$ cat config.mk
export PLATFORM = sky130hd
export DESIGN_NAME = alu_md
export DESIGN_NICKNAME = d
export VERILOG_FILES = /design/src/rtl/alu_md.sv
export SDC_FILE = /design/constraint.sdc
export NUM_CORES = 1
export LEC_CHECK = 0
export ABC_CLOCK_PERIOD_IN_PS = 6900
export BUFFER_PORTS_ARGS = -buffer_cell sky130_fd_sc_hd__buf_2
export CAP_MARGIN = 20
export CORE_MARGIN = 5
export CORE_UTILIZATION = 56
export DETAILED_ROUTE_END_ITERATION = 8
export PLACE_DENSITY_LB_ADDON = 0.15
export SYNTH_ARGS = -nofsm -noshare
export SYNTH_HDL_FRONTEND = slang
export SYNTH_SLANG_ARGS = --single-unit
$ cat constraint.sdc
create_clock -name clk -period 6.9 [get_ports clk]
set_input_delay 1.725 -clock clk [delete_from_list [all_inputs] [get_ports clk]]
set_output_delay 1.725 -clock clk [all_outputs]
set_load 0.02 [all_outputs]
$ cat src/rtl/alu_md.sv
// alu_md: MIPS EX-stage ALU with single-cycle logic/arith ops and an
// iterative multiply/divide unit owning the architectural HI/LO registers.
module alu_md #(
    parameter int WIDTH = 32
) (
    input  logic             clk,
    input  logic             rst,
    input  logic             in_valid,
    output logic             in_ready,
    input  logic [3:0]       op,
    input  logic [WIDTH-1:0] a,
    input  logic [WIDTH-1:0] b,
    input  logic             flush,
    output logic [WIDTH-1:0] y,
    output logic             out_valid,
    output logic             overflow,
    output logic             zero,
    output logic [WIDTH-1:0] hi,
    output logic [WIDTH-1:0] lo
);
    localparam int CW = $clog2(WIDTH);

    localparam logic [3:0] OP_AND  = 4'b0000;
    localparam logic [3:0] OP_OR   = 4'b0001;
    localparam logic [3:0] OP_ADD  = 4'b0010;
    localparam logic [3:0] OP_XOR  = 4'b0011;
    localparam logic [3:0] OP_NOR  = 4'b0100;
    localparam logic [3:0] OP_SLTU = 4'b0101;
    localparam logic [3:0] OP_SUB  = 4'b0110;
    localparam logic [3:0] OP_SLT  = 4'b0111;
    localparam logic [3:0] OP_MFHI = 4'b1100;
    localparam logic [3:0] OP_MFLO = 4'b1101;
    localparam logic [3:0] OP_MTHI = 4'b1110;
    localparam logic [3:0] OP_MTLO = 4'b1111;

    typedef enum logic [1:0] {IDLE, BUSY, FIX} state_t;

    state_t           state, state_nx;
    logic [CW-1:0]    cnt;
    // acc_hi/acc_lo: partial product (mult) or remainder/quotient (div)
    logic [WIDTH-1:0] acc_hi, acc_lo, dvsr;
    logic             neg_q, neg_r, is_div, div0;

    logic             is_md, sgn_op, sa, sb;
    logic [WIDTH-1:0] abs_a, abs_b;
    logic [WIDTH-1:0] add_r, sub_r, alu_y;
    logic             ovf_add, ovf_sub, alu_ov;
    logic [WIDTH:0]   mul_sum, div_sh, div_dif;
    logic [2*WIDTH-1:0] prod, prod_fix;
    logic [WIDTH-1:0] quot_fix, rem_fix;

    assign in_ready = (state == IDLE);
    assign zero     = (y == '0);
    assign is_md    = (op[3:2] == 2'b10);

    // Signed variants (op[0]=0) work on magnitudes; signs are reapplied in FIX
    assign sgn_op = ~op[0];
    assign sa     = sgn_op & a[WIDTH-1];
    assign sb     = sgn_op & b[WIDTH-1];
    assign abs_a  = sa ? -a : a;
    assign abs_b  = sb ? -b : b;

    assign add_r   = a + b;
    assign sub_r   = a - b;
    assign ovf_add = (a[WIDTH-1] == b[WIDTH-1]) && (add_r[WIDTH-1] != a[WIDTH-1]);
    assign ovf_sub = (a[WIDTH-1] != b[WIDTH-1]) && (sub_r[WIDTH-1] != a[WIDTH-1]);

    // One iteration step: shift-add for mult, restoring shift-subtract for div
    assign mul_sum = {1'b0, acc_hi} + (acc_lo[0] ? {1'b0, dvsr} : '0);
    assign div_sh  = {acc_hi, acc_lo[WIDTH-1]};
    assign div_dif = div_sh - {1'b0, dvsr};

    assign prod     = {acc_hi, acc_lo};
    assign prod_fix = neg_q ? -prod : prod;
    assign quot_fix = neg_q ? -acc_lo : acc_lo;
    assign rem_fix  = neg_r ? -acc_hi : acc_hi;

    // Single-cycle result and overflow selection
    always_comb begin
        alu_y  = '0;
        alu_ov = 1'b0;
        case (op)
            OP_AND:  alu_y = a & b;
            OP_OR:   alu_y = a | b;
            OP_ADD:  begin alu_y = add_r; alu_ov = ovf_add; end
            OP_XOR:  alu_y = a ^ b;
            OP_NOR:  alu_y = ~(a | b);
            OP_SLTU: alu_y = {{(WIDTH-1){1'b0}}, (a < b)};
            OP_SUB:  begin alu_y = sub_r; alu_ov = ovf_sub; end
            OP_SLT:  alu_y = {{(WIDTH-1){1'b0}}, ($signed(a) < $signed(b))};
            OP_MFHI: alu_y = hi;
            OP_MFLO: alu_y = lo;
            default: alu_y = '0;
        endcase
    end

    // FSM state register
    always_ff @(posedge clk or posedge rst) begin
        if (rst) state <= IDLE;
        else     state <= state_nx;
    end

    // FSM next state; flush wins over completion, ignored in IDLE
    always_comb begin
        state_nx = state;
        case (state)
            IDLE: if (in_valid && is_md) state_nx = BUSY;
            BUSY: begin
                if (flush)                         state_nx = IDLE;
                else if (cnt == CW'(WIDTH - 1))    state_nx = FIX;
            end
            FIX:     state_nx = IDLE;
            default: state_nx = IDLE;
        endcase
    end

    // Datapath: result/flag registers, HI/LO, iterative unit
    always_ff @(posedge clk or posedge rst) begin
        if (rst) begin
            y         <= '0;
            out_valid <= 1'b0;
            overflow  <= 1'b0;
            hi        <= '0;
            lo        <= '0;
            cnt       <= '0;
            acc_hi    <= '0;
            acc_lo    <= '0;
            dvsr      <= '0;
            neg_q     <= 1'b0;
            neg_r     <= 1'b0;
            is_div    <= 1'b0;
            div0      <= 1'b0;
        end else begin
            out_valid <= 1'b0;
            case (state)
                IDLE: if (in_valid) begin
                    if (is_md) begin
                        acc_hi <= '0;
                        acc_lo <= abs_a;
                        dvsr   <= abs_b;
                        neg_q  <= sa ^ sb;
                        neg_r  <= sa;
                        is_div <= op[1];
                        div0   <= (b == '0);
                        cnt    <= '0;
                    end else begin
                        y         <= alu_y;
                        overflow  <= alu_ov;
                        out_valid <= 1'b1;
                        if (op == OP_MTHI) hi <= a;
                        if (op == OP_MTLO) lo <= a;
                    end
                end
                BUSY: begin
                    if (is_div) begin
                        if (!div_dif[WIDTH]) begin
                            acc_hi <= div_dif[WIDTH-1:0];
                            acc_lo <= {acc_lo[WIDTH-2:0], 1'b1};
                        end else begin
                            acc_hi <= div_sh[WIDTH-1:0];
                            acc_lo <= {acc_lo[WIDTH-2:0], 1'b0};
                        end
                    end else begin
                        acc_hi <= mul_sum[WIDTH:1];
                        acc_lo <= {mul_sum[0], acc_lo[WIDTH-1:1]};
                    end
                    if (cnt != CW'(WIDTH - 1)) cnt <= cnt + 1'b1;
                end
                FIX: if (!flush) begin
                    if (is_div) begin
                        // Divide by zero: quotient all ones; the remainder
                        // path already reproduces the raw dividend
                        lo <= div0 ? '1 : quot_fix;
                        hi <= rem_fix;
                    end else begin
                        hi <= prod_fix[2*WIDTH-1:WIDTH];
                        lo <= prod_fix[WIDTH-1:0];
                    end
                    y         <= '0;
                    overflow  <= 1'b0;
                    out_valid <= 1'b1;
                end
                default: ;
            endcase
        end
    end
endmodule

Word level (Yosys, flattened, before mapping). Cells that the tools add are included.

Register bits after elaboration: 205. Input bits: 72.

$add $sub $neg: 10. Eq/ne operators: 29. $lt $le $gt $ge: 2. Mux-type cells: 51. Bitwise logic cells: 8. Reduce and logical (&&, ||, !) cells: 16.

Operators by type and width (count): 32-bit two-way mux (26); 32-bit one-hot mux with 10 select lines (1); 32-bit one-hot mux with 2 select lines (5); 32-bit negation (4); 32-bit logical NOT (2); 32-bit less-than comparator (2); 64-bit two-way mux (1); 64-bit negation (1); 32-bit by 32-bit adder with 33-bit output (1); 33-bit by 32-bit subtractor with 33-bit output (1); 32-bit adder (1); 32-bit bitwise AND (1); 32-bit inverter (1); 32-bit bitwise OR (1); 32-bit subtractor (1); 32-bit bitwise XOR (1); 4-bit by 3-bit equality test with 1-bit output, second input constant (4); 4-bit equality test, second input constant (4); 5-bit two-way mux (3); 5-bit one-hot mux with 2 select lines (1); 5-bit AND reduction (2); 4-bit by 2-bit equality test with 1-bit output, second input constant (2); 2-bit by 1-bit != test with 1-bit output, second input constant (4); 2-bit != test, second input constant (4); other kinds (23) (42).

Longest topological paths before layout. Gate-level depths: netlist of run 1.

Word-level depth: 7. Gate-level depth with buffers: 15.

Worst setup path after synthesis of run 1. No wires, ideal clock.

Path kind: input port to flip-flop. Start: input port a[15]. End: register y[23]. Setup time: 0.121 ns. Slack: 2.456 ns. Path buffers: 2. Stages on the path: 14. Arrival time: 4.323 ns. Cells stage by stage: clkbuf_1 -> inv_1 -> ha_1 -> clkbuf_1 -> nor3b_1 -> o31ai_1 -> a31oi_1 -> a41o_1 -> or2_2 -> a21oi_1 -> o21ai_0 -> a221o_1 -> a21o_1 -> a22o_1.

Cells in the longest elaborated chain, start to end: 5. Elaborated cells on any way between the ends: 6. Those cells by class: 2 x add/sub; 4 x mux.

Ends and longest elaborated chain: start: declaration (RTL line 11) `input logic [WIDTH-1:0] a,`; 32-bit subtractor or 32-bit adder (tied branches) (RTL line 64, 63); 32-bit one-hot mux with 10 select lines * (RTL line 82) `case (op)`; 32-bit two-way mux * (RTL line 137) `if (is_md) begin`; 32-bit two-way mux * (RTL line 136) `IDLE: if (in_valid) begin`; 32-bit one-hot mux with 2 select lines * (RTL line 135) `case (state)`; end signal: assignment (RTL line 147) `y <= alu_y;`; end: declaration (RTL line 14) `output logic [WIDTH-1:0] y,`.

Every way passes the cells marked *; elsewhere a longest branch is shown, timed or not. The select of a mux whose other input is x is not followed. A chain may end at the register's enable or synchronous reset.

Final worst setup path of run 1.
Start: input port a[17]. End: register y[31].

The elaborated chain is that of the path after synthesis.

==> results of run 1 <==
[critical path, delay by kind of cell]
kind	cells	cell delay (ns)
mux	1	0.15
fa+ha+maj	1	0.52
buf+inv	3	0.51
compound gates	5	1.81
simple gates	3	0.69
[power groups by stage]
stage	Sequential [mW]	Combinational [mW]	Clock (mW)
after global routing	2.12	4.35	1.61
after global placement	2.06	3.80	0
after CTS	2.05	3.92	1.56
after detailed placement	2.08	3.89	0
final	2.09	4.00	1.55
after floorplan	2.02	2.79	0
[cells by family (layout without fill, tap and decap cells)]
logic type	count (synthesis)	in the layout	share of synthesized area, %
xor+xnor	184	184	7.86
flops	205	205	24.9
compound gates	950	950	29.2
simple gates	835	835	18.6
mux	56	56	2.73
fa+ha+maj	173	173	10.6
buf+inv	326	415	6.04
other cells	0	2	0
[sequential cells by signal (all words and copies together) (netlist names)]
| name | count |
|---|---|
| is_div | 1 |
| acc_hi | 32 |
| cnt | 5 |
| state | 2 |
| hi | 32 |
| acc_lo | 32 |
| neg_q | 1 |
| lo | 32 |
| div0 | 1 |
| neg_r | 1 |
| y | 32 |
| out_valid | 1 |
| overflow | 1 |
| dvsr | 32 |
[stage by stage]
step	hold slack [ns]	std cells
5_1_grt	0.503	3288
4_1_cts	0.484	3286
2_1_floorplan	0.450	2729
3_5_place_dp	0.471	3238
6_report	0.476	3288
3_3_place_gp	0.466	3238
[worst min path at each step]
stage,startpoint,endpoint,slack [ns]
floorplan,dvsr[11],dvsr[11],0.45
global placement,dvsr[12],dvsr[12],0.47
detailed placement,dvsr[4],dvsr[4],0.47
CTS,dvsr[4],dvsr[4],0.48
global route,dvsr[4],dvsr[4],0.50
finish,dvsr[4],dvsr[4],0.48
[layout by cell type, fill, tap and decap left out, types with 15 or more instances in the layout]
cell type,instances
nand2_1,323
o21ai_0,298
nor2_1,220
a21oi_1,216
dfrtp_1,204
buf_2,171
ha_1,169
inv_1,160
xnor2_1,145
a21o_1,63
nand3_1,56
mux2i_1,54
a22oi_1,52
nor3_1,40
xor2_1,38
o31ai_1,35
o22ai_1,32
a31oi_1,32
buf_4,32
a211oi_1,29
nand2b_1,28
clkbuf_16,27
nand4_1,25
nor4_1,24
nor2b_1,22
a221oi_1,20
o211ai_1,20
o41ai_1,15
and3_1,15
o221ai_1,15
a221o_1,15
[area by class of cell]
type	count	area share [%]
Clock buffer	33	3.25
Inverter	163	2.71
Multi-Input combinational cell	2198	63.0
Tap cell	468	2.58
Sequential cell	205	22.6
Antenna cell	2	0.0220
Clock inverter	15	0.926
Timing Repair Buffer	204	4.92
[routing by layer]
layer / vias to the layer above / track usage [%]
li1: 10000 / -
met1: 10500 / 53.9
met2: 1413 / 57.9
met3: 218 / 9.72
met4: 2 / 13.6
met5: - / 1.79
==> metrics.yaml, run 1 <==
global_routing:
  grt_pass1_vias: 20700
  grt_max_degree: 125
  grt_pass1_wl_um: 125000
  grt_util_all_layers_pct: 38.5
  gr-total-overflow: 0
  grt_antenna_before_repair: 5
detailed_routing:
  wl_um: 82500
  drc: 0
  vias: 22100
  wl_met1_um: 33800
  wl_met3_um: 10100
  ant_nets: 0
  wire_per_inst_um: 25.1
  viasPerCell: 6.72
  dr_wl_met2_um: 34700
  firstDrtPassIters: 6
  maxUsedRoutingLayer: "met5"
  drtIter0Drc: 2374
critical_path:
  cp-end-kind: "flop"
  regToRegEndpoint: "acc_hi[28]"
  critPathRequiredTime_ns: 7.37
  arrival_ns: 5.41
  cpPeakStageDelay_ns: 1.01
  crit_fanout: 10
  worstSetupEndpoint: "y[31]"
  crit_type: "primary input to flop"
  critPathLaunchType: "primary input"
  regToRegStartpoint: "acc_lo[31]"
  slowest_stage: "o311ai_0"
  startpoint: "a[17]"
  r2r_setup_slack_ns: 2.16
  path_cells: "buf_2, inv_1, ha_1, inv_1, nor2_1, nand3_1, nor2_1, a31oi_1, o311ai_0, a21o_1, a21oi_1, mux2i_1, a211oi_1"
  worst_r2r_path_depth: 15
power_and_ir_drop:
  p_int_mw: 4.03
  ir_drop_mv: 0.281
  switching_share_pct: 47.2
  switchingPower_mw: 3.60
  power_mw: 7.64
  p_clk_share_pct: 20.3
  p_per_area_mw_per_mm2: 336
  seqPwrFrac_pct: 27.3
  comb_power_share_pct: 52.4
  p_leak_nw: 10.4
synth:
  ys_top_cells_by_area: "dfrtp_1, ha_1, o21ai_0"
  synth_edf_count: 0
  synth_warnings: 0
  async_reset_ff_share_pct: 100
  yosysSeqAreaShare_pct: 24.9
  yosysMostFrequentCell: "nand2_1"
  ys_seq_elements: 205
  synth_flop_cell: "dfrtp_1"
  synthCells: 2729
  netlist_area_mm2: 0.0206
  synth_top_area_share_pct: 24.9
  syn_nets: 2974
  syn_avg_cell_area_um2: 7.55
  synth.distinct_cells: 82
  yosys-top-cells-count: "nand2_1, o21ai_0, nor2_1"
  yosys.area.top_type: "dfrtp_1"
floorplan:
  initial_utilization_pct: 56.6
  core_area_mm2: 0.0364
  fp.dieArea_mm2: 0.0407
  io_pins: 172
  num_rows: 70
  die_w_um: 202
  die_y_um: 202
hold_path:
  holdPathStages: 2
  hp-class: "flop to flop"
clock_network:
  path_clk_slew_ns: 0.06
  cts_buffers: 26
  worstSkewPairLatency_ns: 0.57
  clock_path_buffers: 3
  cts_tree: "built"
  h-tree-depth: 1
  cts-root-buf: "clkbuf_16"
  post_cts.repair.setup_buffers: 0
  postCtsResizedCells: 0
  postCtsHoldBufs: 0
  clock_sinks: 205
timing:
  min_period_over_period_pct: 71.5
  fin_crit_ns: 4.94
  finalClockSkew_ns: 0.0175
  rsz0062_at_grt: "false"
  maxSlewHeadroom_pct: 22.8
  final.setup.tns_ns: 0
  fin_ws_ns: 1.96
  finalHoldViolCount: 0
  setup_viol: 0
  tightestPinTransition_ns: 1.15
  timing.fmax_mhz: 203
  finalMaxSlewViolations: 0
cells_and_area:
  utilization_pct: 62.3
  area_growth_pct: 10.2
  fillers: 3300
  multi_input_area_mm2: 0.0143
  final_area_mm2: 0.0227
  nets: 3043
  regArea_mm2: 0.00513
  drive_above_1_share_pct: 10.7
place:
  dp_hpwl_um: 62400
  pre_cts_ws_ns: 1.53
  io_buffers: 171
  gp_congestion: 1.07
  dpl_cell_area_mm2: 0.0218
status:
  status: "finished, final reports clean"
job:
  cap_violations: 0
Note: power is estimated with default switching activity, not from simulation.
==> inputs of run 2 (changes only) <==
ABC_CLOCK_PERIOD_IN_PS = 4400   (was 6900)
clock period = 4.4 ns   (was 6.9 ns; I/O delays follow)
==> run 2 against run 1 <==
Sequential power increased by 57%; sequential share of layout area shrank 0.64 points; final cell count is 2.6% higher; utilization rose by 1.8 points; combinational power up 62%; power increased by 59%; non-clock buffer count rose by 83; critical endpoint is now acc_hi[4]; highest routed layer is now met4.
==> metrics.yaml, run 2 (synthesis gave the netlist of run 1 again) <==
global_routing:
  grt_pass1_vias: 21200  # +2.4%
  grt_util_all_layers_pct: 39.4  # +0.89 points
  grt_max_degree: 76  # -39%
  grt_antenna_before_repair: 4  # -1
  grt_pass1_wl_um: 128000  # +2.6%
  gr-total-overflow: 0  # unchanged
cells_and_area:
  final_common_cell: "nand2_1"
  regArea_mm2: 0.00513  # unchanged
  area_growth_pct: 13.4
  utilization_pct: 64.1  # +1.8 points
  drive_above_1_share_pct: 13.0  # +2.3 points
  fillers: 3240  # -1.8%
  nets: 3126  # +2.7%
  final_cell_mix: "nand2_1, o21ai_0, nor2_1"
  multi_input_area_mm2: 0.0143  # about the same
  fin_cells: 3372  # +2.6%
floorplan:
  die_y_um: 202  # unchanged
  fp.dieArea_mm2: 0.0407  # unchanged
  num_rows: 70  # unchanged
  io_pins: 172  # unchanged
  die_w_um: 202  # unchanged
  core_area_mm2: 0.0364  # unchanged
  initial_utilization_pct: 56.6  # unchanged
detailed_routing:
  wl_um: 83900  # +1.7%
  vias: 22500  # +1.8%
  drtIter0Drc: 3025  # +27%
  wire_per_inst_um: 24.9  # -0.82%
  ant_nets: 0  # unchanged
  viasPerCell: 6.67  # -0.70%
  firstDrtPassIters: 8  # +2
  drc: 0  # unchanged
timing:
  min_period_over_period_pct: 93.1
  tightestPinTransition_ns: 1.15  # +0.000875 ns
  finalClockSkew_ns: 0.0231  # +0.00563 ns
  final.setup.tns_ns: 0  # unchanged
  rsz0062_at_grt: "false"
  setup_viol: 0  # unchanged
  finalHoldViolCount: 0  # unchanged
  finalMaxSlewViolations: 0  # unchanged
  maxSlewHeadroom_pct: 23.6  # +0.75 points
  timing.fmax_mhz: 244
  fin_hold_ws_ns: 0.499  # +0.0224 ns
  fin_crit_ns: 4.10
place:
  io_buffers: 171  # unchanged
  place_inst: 3321  # +2.6%
  dp_hpwl_um: 64900  # +3.9%
  gp_congestion: 1.07  # +0.20%
critical_path:
  critPathLaunchType: "flop"
  arrival_ns: 4.54  # -0.87 ns
  cp-end-kind: "flop"
  critPathRequiredTime_ns: 4.84  # -2.53 ns
  crit_fanout: 24  # +14
  crit_type: "flop to flop"
power_and_ir_drop:
  p_int_mw: 6.41  # +59%
  p_leak_nw: 10.8  # +3.9%
  switchingPower_mw: 5.76  # +60%
  switching_share_pct: 47.3  # +0.13 points
  seqPwrFrac_pct: 27.1  # -0.2 points
  ir_drop_mv: 0.526  # +87%
  comb_power_share_pct: 53.3  # +0.9 points
  p_clk_share_pct: 19.6  # -0.7 points
  power_mw: 12.2  # +59%
  p_per_area_mw_per_mm2: 521  # +55%
clock_network:
  clock_sinks: 205  # unchanged
  worstSkewPairLatency_ns: 0.58  # about the same
  h-tree-depth: 1  # unchanged
  clock_path_buffers: 3  # unchanged
  cts_tree: "built"
  cts-root-buf: "clkbuf_16"
  path_clk_slew_ns: 0.06  # about the same
  postCtsHoldBufs: 0  # unchanged
  cts_buffers: 26  # unchanged
hold_path:
  hp-class: "flop to flop"
status:
  status: "finished, final reports clean"
job:
  cap_violations: 0  # unchanged
[run 2: metrics by stage]
stage,area (µm²),setup slack [ns]
final,23400,0.304
after global routing,23400,0.0347
after CTS,23400,0.230
after detailed placement,22400,0.136
after global placement,22400,0.206
after floorplan,20600,0.581
[run 2: worst max-delay path: stages, from the launching register on]
cell and delay, ns:
dfrtp_1 0.43, inv_1 0.23, ha_1 0.25, inv_1 0.07
fa_1 0.42, a211oi_1 0.35, o211ai_1 0.22, a31o_2 0.28
o221ai_2 0.29, o2111ai_1 0.17, nand2_1 0.18, xnor2_4 0.26
buf_12 0.25, buf_4 0.19, mux2i_1 0.22, o21ai_0 0.11
[run 2: path summary, 6_finish.rpt]
check / from / to / slack [ns] / cells after the start
worst max-delay path: acc_lo[31] / acc_hi[4] / 0.30 / 15
worst min-delay path: dvsr[24] / dvsr[24] / 0.50 / 2
worst max register to register: acc_lo[31] / acc_hi[4] / 0.30 / 15
worst min register to register: dvsr[24] / dvsr[24] / 0.50 / 2
max in group asynchronous: rst / y[16] / 2.85 / 3
min in group asynchronous: rst / dvsr[6] / 0.54 / 2
[run 2: routing by layer]
metal / up-vias / track usage, % / wire, µm
li1: 10200 / - / -
met5: - / 0 / 0
met1: 10700 / 54.2 / 34200
met3: 208 / 9.91 / 9740
met4: 0 / 11.5 / 3120
met2: 1410 / 61.8 / 36800
[run 2: timing repair]
item,CTS,global route
buffers inserted,0,0
endpoints found under the setup margin,0,8
gates resized for setup,0,1
[run 2: power groups by stage]
| stage | Clock, mW | Combinational, mW | Sequential [mW] |
|---|---|---|---|
| 4_1_cts | 2.39 | 6.33 | 3.24 |
| 2_1_floorplan | 0 | 4.38 | 3.16 |
| 5_1_grt | 2.47 | 7.03 | 3.34 |
| 3_3_place_gp | 0 | 6.12 | 3.24 |
| 6_report | 2.39 | 6.49 | 3.29 |
| 3_5_place_dp | 0 | 6.28 | 3.27 |
[run 2: area by class of cell]
class / count / area share [%]
Antenna cell: 4 / 0.0428
Clock buffer: 34 / 3.00
Clock inverter: 13 / 0.980
Inverter: 163 / 2.63
Multi-Input combinational cell: 2198 / 61.2
Sequential cell: 205 / 22.0
Tap cell: 468 / 2.51
Timing Repair Buffer: 287 / 7.71
